### config.mk
export PLATFORM = sky130hd
export DESIGN_NAME = shot_clock_ctrl
export DESIGN_NICKNAME = d
export VERILOG_FILES = /design/src/rtl/shot_clock_ctrl.sv
export SDC_FILE = /design/constraint.sdc
export NUM_CORES = 1
export LEC_CHECK = 0
export BUFFER_PORTS_ARGS = -buffer_cell sky130_fd_sc_hd__buf_2
export CORE_UTILIZATION = 50
export CTS_CLUSTER_SIZE = 28
export DETAILED_ROUTE_END_ITERATION = 16
export GPL_TIMING_DRIVEN = 0
export HOLD_SLACK_MARGIN = 0.06
export PLACE_DENSITY_LB_ADDON = 0.08
export SLEW_MARGIN = 0
export SYNTH_ARGS = -nofsm -noshare
export SYNTH_HDL_FRONTEND = slang
export SYNTH_SLANG_ARGS = --single-unit
### constraint.sdc
create_clock -name clk -period 4.7 [get_ports clk]
set_input_delay 0.47 -clock clk [delete_from_list [all_inputs] [get_ports clk]]
set_output_delay 0.47 -clock clk [all_outputs]
set_load 0.05 [all_outputs]
### src/rtl/shot_clock_ctrl.sv
// Purpose : game shot clock; counts down once per TICKS_PER_SEC cycles, buzzes on expiry.
// Latency : 1 cycle from any sampled input to count/buzz/running (all registered).
// Backpressure: none; level controls are applied every edge in priority order.
//
// Ports:
//   clk        rising-edge clock
//   rst_n      asynchronous active-low reset
//   start      level; begin or resume countdown (IDLE/PAUSE -> RUN when count>0)
//   stop       level; pause countdown (RUN -> PAUSE, prescaler held)
//   shoot      level; reload count to FULL_VAL, clear prescaler and buzz
//   short_rst  level; raise count to SHORT_VAL if below it, clear prescaler
//   count      current shot-clock value
//   buzz       expiry buzzer, high for BUZZ_CYCLES cycles
//   running    high while counting down
module shot_clock_ctrl #(
    parameter int WIDTH         = 5,
    parameter int FULL_VAL      = 24,
    parameter int SHORT_VAL     = 14,
    parameter int TICKS_PER_SEC = 10,
    parameter int BUZZ_CYCLES   = 8
) (
    input  logic             clk,
    input  logic             rst_n,
    input  logic             start,
    input  logic             stop,
    input  logic             shoot,
    input  logic             short_rst,
    output logic [WIDTH-1:0] count,
    output logic             buzz,
    output logic             running
);

    localparam int PW = (TICKS_PER_SEC > 1) ? $clog2(TICKS_PER_SEC) : 1;
    localparam int BW = (BUZZ_CYCLES > 1) ? $clog2(BUZZ_CYCLES) : 1;

    localparam logic [WIDTH-1:0] FULL       = WIDTH'(FULL_VAL);
    localparam logic [WIDTH-1:0] SHORT      = WIDTH'(SHORT_VAL);
    localparam logic [WIDTH-1:0] CNT_ONE    = WIDTH'(1);
    localparam logic [WIDTH-1:0] CNT_ZERO   = WIDTH'(0);
    localparam logic [PW-1:0]    PRESC_LAST = PW'(TICKS_PER_SEC - 1);
    localparam logic [PW-1:0]    PRESC_ONE  = PW'(1);
    localparam logic [PW-1:0]    PRESC_ZERO = PW'(0);
    localparam logic [BW-1:0]    BUZZ_LAST  = BW'(BUZZ_CYCLES - 1);
    localparam logic [BW-1:0]    BCNT_ONE   = BW'(1);
    localparam logic [BW-1:0]    BCNT_ZERO  = BW'(0);

    typedef enum logic [1:0] {
        IDLE    = 2'd0,
        RUN     = 2'd1,
        PAUSE   = 2'd2,
        EXPIRED = 2'd3
    } state_t;

    state_t            state_q, state_d;
    logic [WIDTH-1:0]  count_d;
    logic [PW-1:0]     presc_q, presc_d;
    logic [BW-1:0]     bcnt_q, bcnt_d;
    logic              buzz_d;

    always_ff @(posedge clk or negedge rst_n) begin
        if (!rst_n) begin
            state_q <= IDLE;
            count   <= FULL;
            presc_q <= PRESC_ZERO;
            bcnt_q  <= BCNT_ZERO;
            buzz    <= 1'b0;
            running <= 1'b0;
        end else begin
            state_q <= state_d;
            count   <= count_d;
            presc_q <= presc_d;
            bcnt_q  <= bcnt_d;
            buzz    <= buzz_d;
            running <= (state_d == RUN);
        end
    end

    always_comb begin
        state_d = state_q;
        count_d = count;
        presc_d = presc_q;
        bcnt_d  = bcnt_q;
        buzz_d  = buzz;

        if (shoot) begin
            count_d = FULL;
            presc_d = PRESC_ZERO;
            bcnt_d  = BCNT_ZERO;
            buzz_d  = 1'b0;
            if (state_q == EXPIRED) begin
                state_d = IDLE;
            end
        end else if (short_rst) begin
            if (count < SHORT) begin
                count_d = SHORT;
            end
            presc_d = PRESC_ZERO;
            if (state_q == EXPIRED) begin
                state_d = IDLE;
                bcnt_d  = BCNT_ZERO;
                buzz_d  = 1'b0;
            end
        end else begin
            case (state_q)
                // stop outranks start, so holding both keeps the clock parked
                IDLE, PAUSE: begin
                    if (!stop && start && (count != CNT_ZERO)) begin
                        state_d = RUN;
                    end
                end
                // start while already running is a no-op, so the tick still applies
                RUN: begin
                    if (stop) begin
                        state_d = PAUSE;
                    end else if (presc_q == PRESC_LAST) begin
                        presc_d = PRESC_ZERO;
                        if (count != CNT_ZERO) begin
                            count_d = count - CNT_ONE;
                        end
                        if (count <= CNT_ONE) begin
                            state_d = EXPIRED;
                            buzz_d  = 1'b1;
                            bcnt_d  = BCNT_ZERO;
                        end
                    end else begin
                        presc_d = presc_q + PRESC_ONE;
                    end
                end
                // buzzer timing runs regardless of stop/start so it always ends
                EXPIRED: begin
                    if (bcnt_q == BUZZ_LAST) begin
                        bcnt_d  = BCNT_ZERO;
                        buzz_d  = 1'b0;
                        state_d = IDLE;
                    end else begin
                        bcnt_d = bcnt_q + BCNT_ONE;
                    end
                end
                default: begin
                    state_d = IDLE;
                end
            endcase
        end
    end

endmodule

==> impl_metrics.csv, run 1 <==
group,metric,value,unit
global_route,grt_pass1_vias,768,
timing,finalSetupViolations,0,
synth,synth_edf_count,0,
critical_path,critPathCaptureType,"register",
global_route,grt_max_degree,17,
critical_path,critPathKind,"reg2reg",
timing,slew_headroom,0.669,
timing,tightest_slew,492,ps
layout,final_nets,132,
floorplanning,rows,15,
drt,drtPass1Iterations,4,
synth,yosys.area_share.adder,0.0874,
layout,instances_no_fill,143,
clock_network,cts-htree-levels,1,
power,p_per_area,373,mW/mm^2
flow_run,maxCapViolCount,0,
timing,rsz0062_at_grt,"false",
layout,layout_commonest_cell,"dfrtp_1",
drt,drtAntennaViolNets,0,
drt,drt-total-wl,1860,um
synth,syn-num-nets,115,
critical_path,ff2ff_setup_slack,2530,ps
critical_path,crit_fanout,7,
timing,slew_viol_final,0,
synth,syn-cell-area,0.00100,mm^2
power,p_seq_frac,0.410,
clock_network,worstSkewPairLatency,280,ps
floorplanning,die_x,46.8,um
clock_network,postCtsSetupRepairBufs,0,
layout,post_route_cells_drive_above_1_share,0.254,
synth,netlist_instances,102,
placed_design,gp_congestion,0.789,
clock_network,cts.clk_slew.worst_paths,90,ps
clock_network,cts-resized-gates,0,
power,power.leakage,0.501,nW
clock_network,cts_hold_buf,0,
synth,synth_cell_type_count,43,
global_route,grt_overflow,0,
placed_design,portBuffers,12,
power,p_int,0.262,mW
power,switching_power,0.159,mW
global_route,grt_use_total,0.206,
clock_network,root_buffer,"clkbuf_4",
layout,n_fill_cell,174,
synth,muxShareOfSynthArea,0.0350,
drt,dr.first_iter.drc_count,11,
power,power,0.421,mW
timing,hold_slack,86.1,ps
layout,layout_common_cells,"dfrtp_1, buf_2, o21ai_0",
floorplanning,dieArea,0.00219,mm^2
timing,min_period_over_period,0.462,
power,combPwrFrac,0.378,
synth,async_flop_share,1.00,
synth,synth_top_family_by_area,"simple AND/OR/NAND/NOR gates",
floorplanning,ioPinCount,13,
timing,fin_skew,0.530,ps
synth,synth_compound_gate_area_share,0.217,
drt,wl_per_cell,13.0,um
synth,synthXorXnorAreaFrac,0,
global_route,grt_pass1_wl,3180,um
timing,finalSetupTns,0,ps
power,swShare,0.378,
clock_network,numCtsBuffers,3,
critical_path,cp_data_required_time,4870,ps
placed_design,dp_hpwl,1460,um
timing,hold_viol,0,
layout,multiInputGateArea,561,um^2
timing,fmax,0.461,GHz
floorplanning,initial_core_util,0.556,
outcome,status,"finished clean",
power,power_frac_clock,0.212,
synth,synth-seq-cells,16,
synth,yosys_warnings,0,
clock_network,clock-sinks,16,
layout,layout-area-overhead-vs-synth,12.7,%
power,ir_worst_vdd,291,uV
layout,antennaDiodeCount,0,
global_route,antenna_found_initial,0,
placed_design,dpl.cell_count,139,
clock_network,cts_tree,"built",
hold_path,min_path_type,"in2async",
critical_path,worstPathArrival,2340,ps
critical_path,cp-start-kind,"register",
drt,via_count,821,
synth,dominantRegCellSynth,"dfrtp_1",
synth,ys_seq_area_frac,0.402,
synth,synth-simple-area-share,0.220,
timing,post-route-min-period,2170,ps
layout,final_core_util,0.627,
synth,avgSynthCellArea,9.83,um^2
layout,seq_area,403,um^2
drt,routed_via_density,5.74,
clock_network,clk_path_buf_depth,2,
floorplanning,coreArea,0.00180,mm^2
drt,drcViolationCount,0,
floorplanning,dieHeight,46.8,um
[sequential cells by signal, summed over array words and instances, names as in the netlist]
signal	cells
bcnt_q	3
count	5
state_q	2
presc_q	4
buzz	1
running	1
[synth_stat cells (2+ instances only)]
cell / count / area (um^2)
or2_2: 2 / 12.5
mux2i_1: 2 / 20.0
o21ai_0: 11 / 55.1
nor3_1: 3 / 15.0
a31oi_1: 2 / 12.5
ha_1: 7 / 87.6
dfstp_2: 2 / 52.6
nor2_1: 4 / 15.0
a21oi_1: 2 / 10.0
nand2b_1: 3 / 18.8
o2bb2ai_1: 2 / 17.5
clkbuf_1: 2 / 7.51
dfrtp_1: 14 / 350
inv_1: 7 / 26.3
nand2_1: 8 / 30.0
nand4_1: 3 / 18.8
nand3_1: 2 / 10.0
[per-layer routing]
metal	share of wire	global-route usage
met5	0	0
met4	0.019	0.0971
met3	0.025	0.0346
met2	0.44	0.325
met1	0.52	0.275
[worst max-delay path, stage by stage (launching register included)]
cell	delay, ps
dfrtp_1	460
inv_1	110
ha_1	140
or4b_4	490
a221oi_4	360
or2_4	210
mux2_4	300
[cell type report]
type / instances / share of cell area
buffer: 3 / 0.0111
inverter: 7 / 0.0233
tap: 25 / 0.0277
clock buffer: 4 / 0.0321
timing repair buffer: 12 / 0.0532
multi-input combinational: 76 / 0.496
sequential: 16 / 0.357
[cells by family after synthesis]
family          count (synthesis)
mux                             3
simple gates                   37
flops                          16
compound gates                 29
fa+ha+maj                       7
buf+inv                        10
[metrics by stage]
stage | instance area, um^2 | worst slack, ps
after floorplan | 1000 | 2420
after global placement | 1090 | 2560
after detailed placement | 1090 | 2550
after CTS | 1130 | 2530
after global routing | 1130 | 2440
final | 1130 | 2530
[path summary, 6_finish.rpt]
path                              to       from  cells after the start
min in group clk            count[2]      shoot                      2
max reg2reg                 count[1]   count[0]                      6
max                         count[1]   count[0]                      6
max in group asynchronous   count[4]      rst_n                      1
min                          running      rst_n                      1
min reg2reg                bcnt_q[0]  bcnt_q[0]                      1
[power by group through the flow]
stage | clock, mW | sequential, mW | combinational, mW
CTS | 0.0913 | 0.173 | 0.159
detailed placement | 0 | 0.176 | 0.159
global placement | 0 | 0.175 | 0.158
floorplan | 0 | 0.207 | 0.0912
finish | 0.0892 | 0.173 | 0.159
global route | 0.0981 | 0.176 | 0.174
Note: power is estimated with default switching activity, not from simulation.
==> run 2, diff against run 1 <==
==> constraint.sdc (replaced) <==
create_clock -name clk -period 1.83 [get_ports clk]
set_input_delay 0.183 -clock clk [delete_from_list [all_inputs] [get_ports clk]]
set_output_delay 0.183 -clock clk [all_outputs]
set_load 0.05 [all_outputs]
==> run 2 against run 1 <==
The flow now finishes with violations (setup timing). Largest cell class unchanged. Via count rose by 15%. Flip-flop and latch count stayed put. Critical path depth is the same. Sequential share of layout area decreased by 4.6 points. Register-to-register slack lost 2700 ps. Sequential power grew to 2.7 times the previous value. Global-route usage rose by 3.7 points. Clock-buffer cell count did not move. First-iteration DRC count rose to 2.6 times the previous value. Maximum frequency up 9.8%. Die area unchanged. Wire length up 34%.
==> impl_metrics.csv, run 2 (synthesized netlist as in run 1, its figures left out) <==
group,metric,value,unit
floorplanning,die_x,46.8,um
layout,seq_area,408,um^2
timing,slew_headroom,0.605,
critical_path,worstPathArrival,2160,ps
critical_path,critPathKind,"reg2reg",
hold_path,min_path_type,"in2reg",
layout,layout_commonest_cell,"buf_4",
critical_path,worstReg2RegStart,"count[0]",
clock_network,clk_path_buf_depth,2,
drt,drt-total-wl,2500,um
global_route,grt_pass1_vias,828,
drt,drcViolationCount,0,
critical_path,reg2reg_to,"count[1]",
timing,setup_ws,-147,ps
critical_path,crit_fanout,2,
drt,wl_per_cell,15.7,um
critical_path,critPathCaptureType,"register",
timing,fmax,0.506,GHz
outcome,violations,"setup timing",
critical_path,ff2ff_setup_slack,-150,ps
critical_path,r2r_cells,6,
layout,final_core_util,0.730,
timing,post-route-min-period,1980,ps
layout,regMostFlops,"count",
floorplanning,dieArea,0.00219,mm^2
layout,multiInputGateArea,614,um^2
global_route,antenna_found_initial,0,
power,ir_worst_vdd,517,uV
placed_design,gp_congestion,0.824,
power,p_per_area,906,mW/mm^2
global_route,grt_pass1_wl,3690,um
critical_path,cp-start-kind,"register",
clock_network,cts.clk_slew.worst_paths,100,ps
timing,fin_skew,5.11,ps
global_route,grt_overflow,0,
clock_network,worstSkewPairLatency,290,ps
layout,layout-area-overhead-vs-synth,31.2,%
outcome,status,"finished with violations",
floorplanning,dieHeight,46.8,um
critical_path,crit_end,"count[1]",
timing,finalSetupViolations,6,
global_route,grt_max_degree,17,
floorplanning,rows,15,
flow_run,maxCapViolCount,0,
layout,n_fill_cell,145,
clock_network,cts-htree-levels,1,
drt,routed_via_density,5.96,
placed_design,portBuffers,12,
timing,tightest_slew,586,ps
timing,rsz0062_at_grt,"true",
timing,slew_viol_final,0,
timing,hold_viol,0,
drt,drtPass1Iterations,4,
layout,antennaDiodeCount,0,
clock_network,root_buffer,"clkbuf_4",
layout,final_nets,148,
layout,reg_top3,"count x5, presc_q x4, bcnt_q x3",
power,power,1.19,mW
drt,via_count,948,
drt,drtAntennaViolNets,0,
placed_design,dp_hpwl,1460,um
clock_network,numCtsBuffers,3,
global_route,grt_use_total,0.243,
hold_path,min_from,"short_rst",
floorplanning,coreArea,0.00180,mm^2
timing,min_period_over_period,1.08,
floorplanning,initial_core_util,0.556,
clock_network,clock-sinks,16,
power,power.leakage,0.579,nW
floorplanning,ioPinCount,13,
layout,post_route_cells_drive_above_1_share,0.440,
layout,largest_reg_flops,5,
layout,layout_common_cells,"buf_4, buf_2, dfrtp_1",
critical_path,cp_data_required_time,2020,ps
clock_network,cts_tree,"built",
critical_path,cp-startpoint,"count[0]",
drt,dr.first_iter.drc_count,29,
==> run 2: cell count changes in the layout (fill, tap and decap cells not counted), moves of 2 or more <==
cell | previous run | this run
dfrtp_1 | 14 | 10
inv_2 | 0 | 3
ha_4 | 0 | 2
inv_1 | 7 | 4
buf_4 | 0 | 16
ha_1 | 7 | 5
dfrtp_2 | 0 | 4
o21ai_0 | 11 | 9
==> run 2: per-layer routing <==
layer / GRT usage / part of all wire / vias to the layer above
met5: 0 / 0 / -
met4: 0.0800 / 0.018 / 0
met3: 0.0346 / 0.039 / 4
met2: 0.411 / 0.51 / 35
met1: 0.320 / 0.43 / 463
li1: - / - / 446
==> run 2: repair_timing <==
action / in CTS / in global routing
pin swaps: 4 / 5
resized for setup: 3 / 7
endpoints found under the setup margin: 8 / 7
endpoints found under the hold margin: 14 / 0
buffers inserted: 15 / 1
hold buffers: 1 / 0
==> run 2: metrics by stage <==
stage | TNS [ps] | area, um^2 | worst slack (ps) | hold WS (ps) | std cells
after floorplan | -625 | 1020 | -290 | -113 | 102
after global placement | -397 | 1110 | -246 | 114 | 139
after detailed placement | -575 | 1110 | -275 | 112 | 139
after CTS | -306 | 1280 | -123 | 130 | 158
after global routing | -848 | 1320 | -194 | 152 | 159
final | -460 | 1320 | -147 | 140 | 159
==> run 2: report_power, final <==
part	switching (mW)	leakage [nW]	internal [mW]
sequential	0.0514	0.204	0.409
clock	0.117	0.0210	0.121
combinational	0.297	0.354	0.196
total	0.466	0.579	0.726
==> run 2: final cells by class <==
class                           count  share of cell area
Buffer                              2             0.00666
Clock buffer                        4              0.0276
Inverter                            7              0.0200
Multi-Input combinational cell     76               0.467
Sequential cell                    16               0.310
Tap cell                           25              0.0238
Timing Repair Buffer               29               0.145
==> run 2: worst max-delay path, stage by stage, from the launching register on <==
cell      delay, ps
dfrtp_2         430
inv_2            80
ha_4            120
or4b_4          480
a221oi_4        300
or2_4           180
mux2_4          290
==> run 2: worst min-delay path by stage <==
stage | cells after the start | end
5_1_grt | 2 | count[4]
4_1_cts | 2 | count[4]
6_report | 2 | count[4]
3_5_place_dp | 1 | bcnt_q[2]
3_3_place_gp | 1 | bcnt_q[2]
2_1_floorplan | 0 | bcnt_q[0]
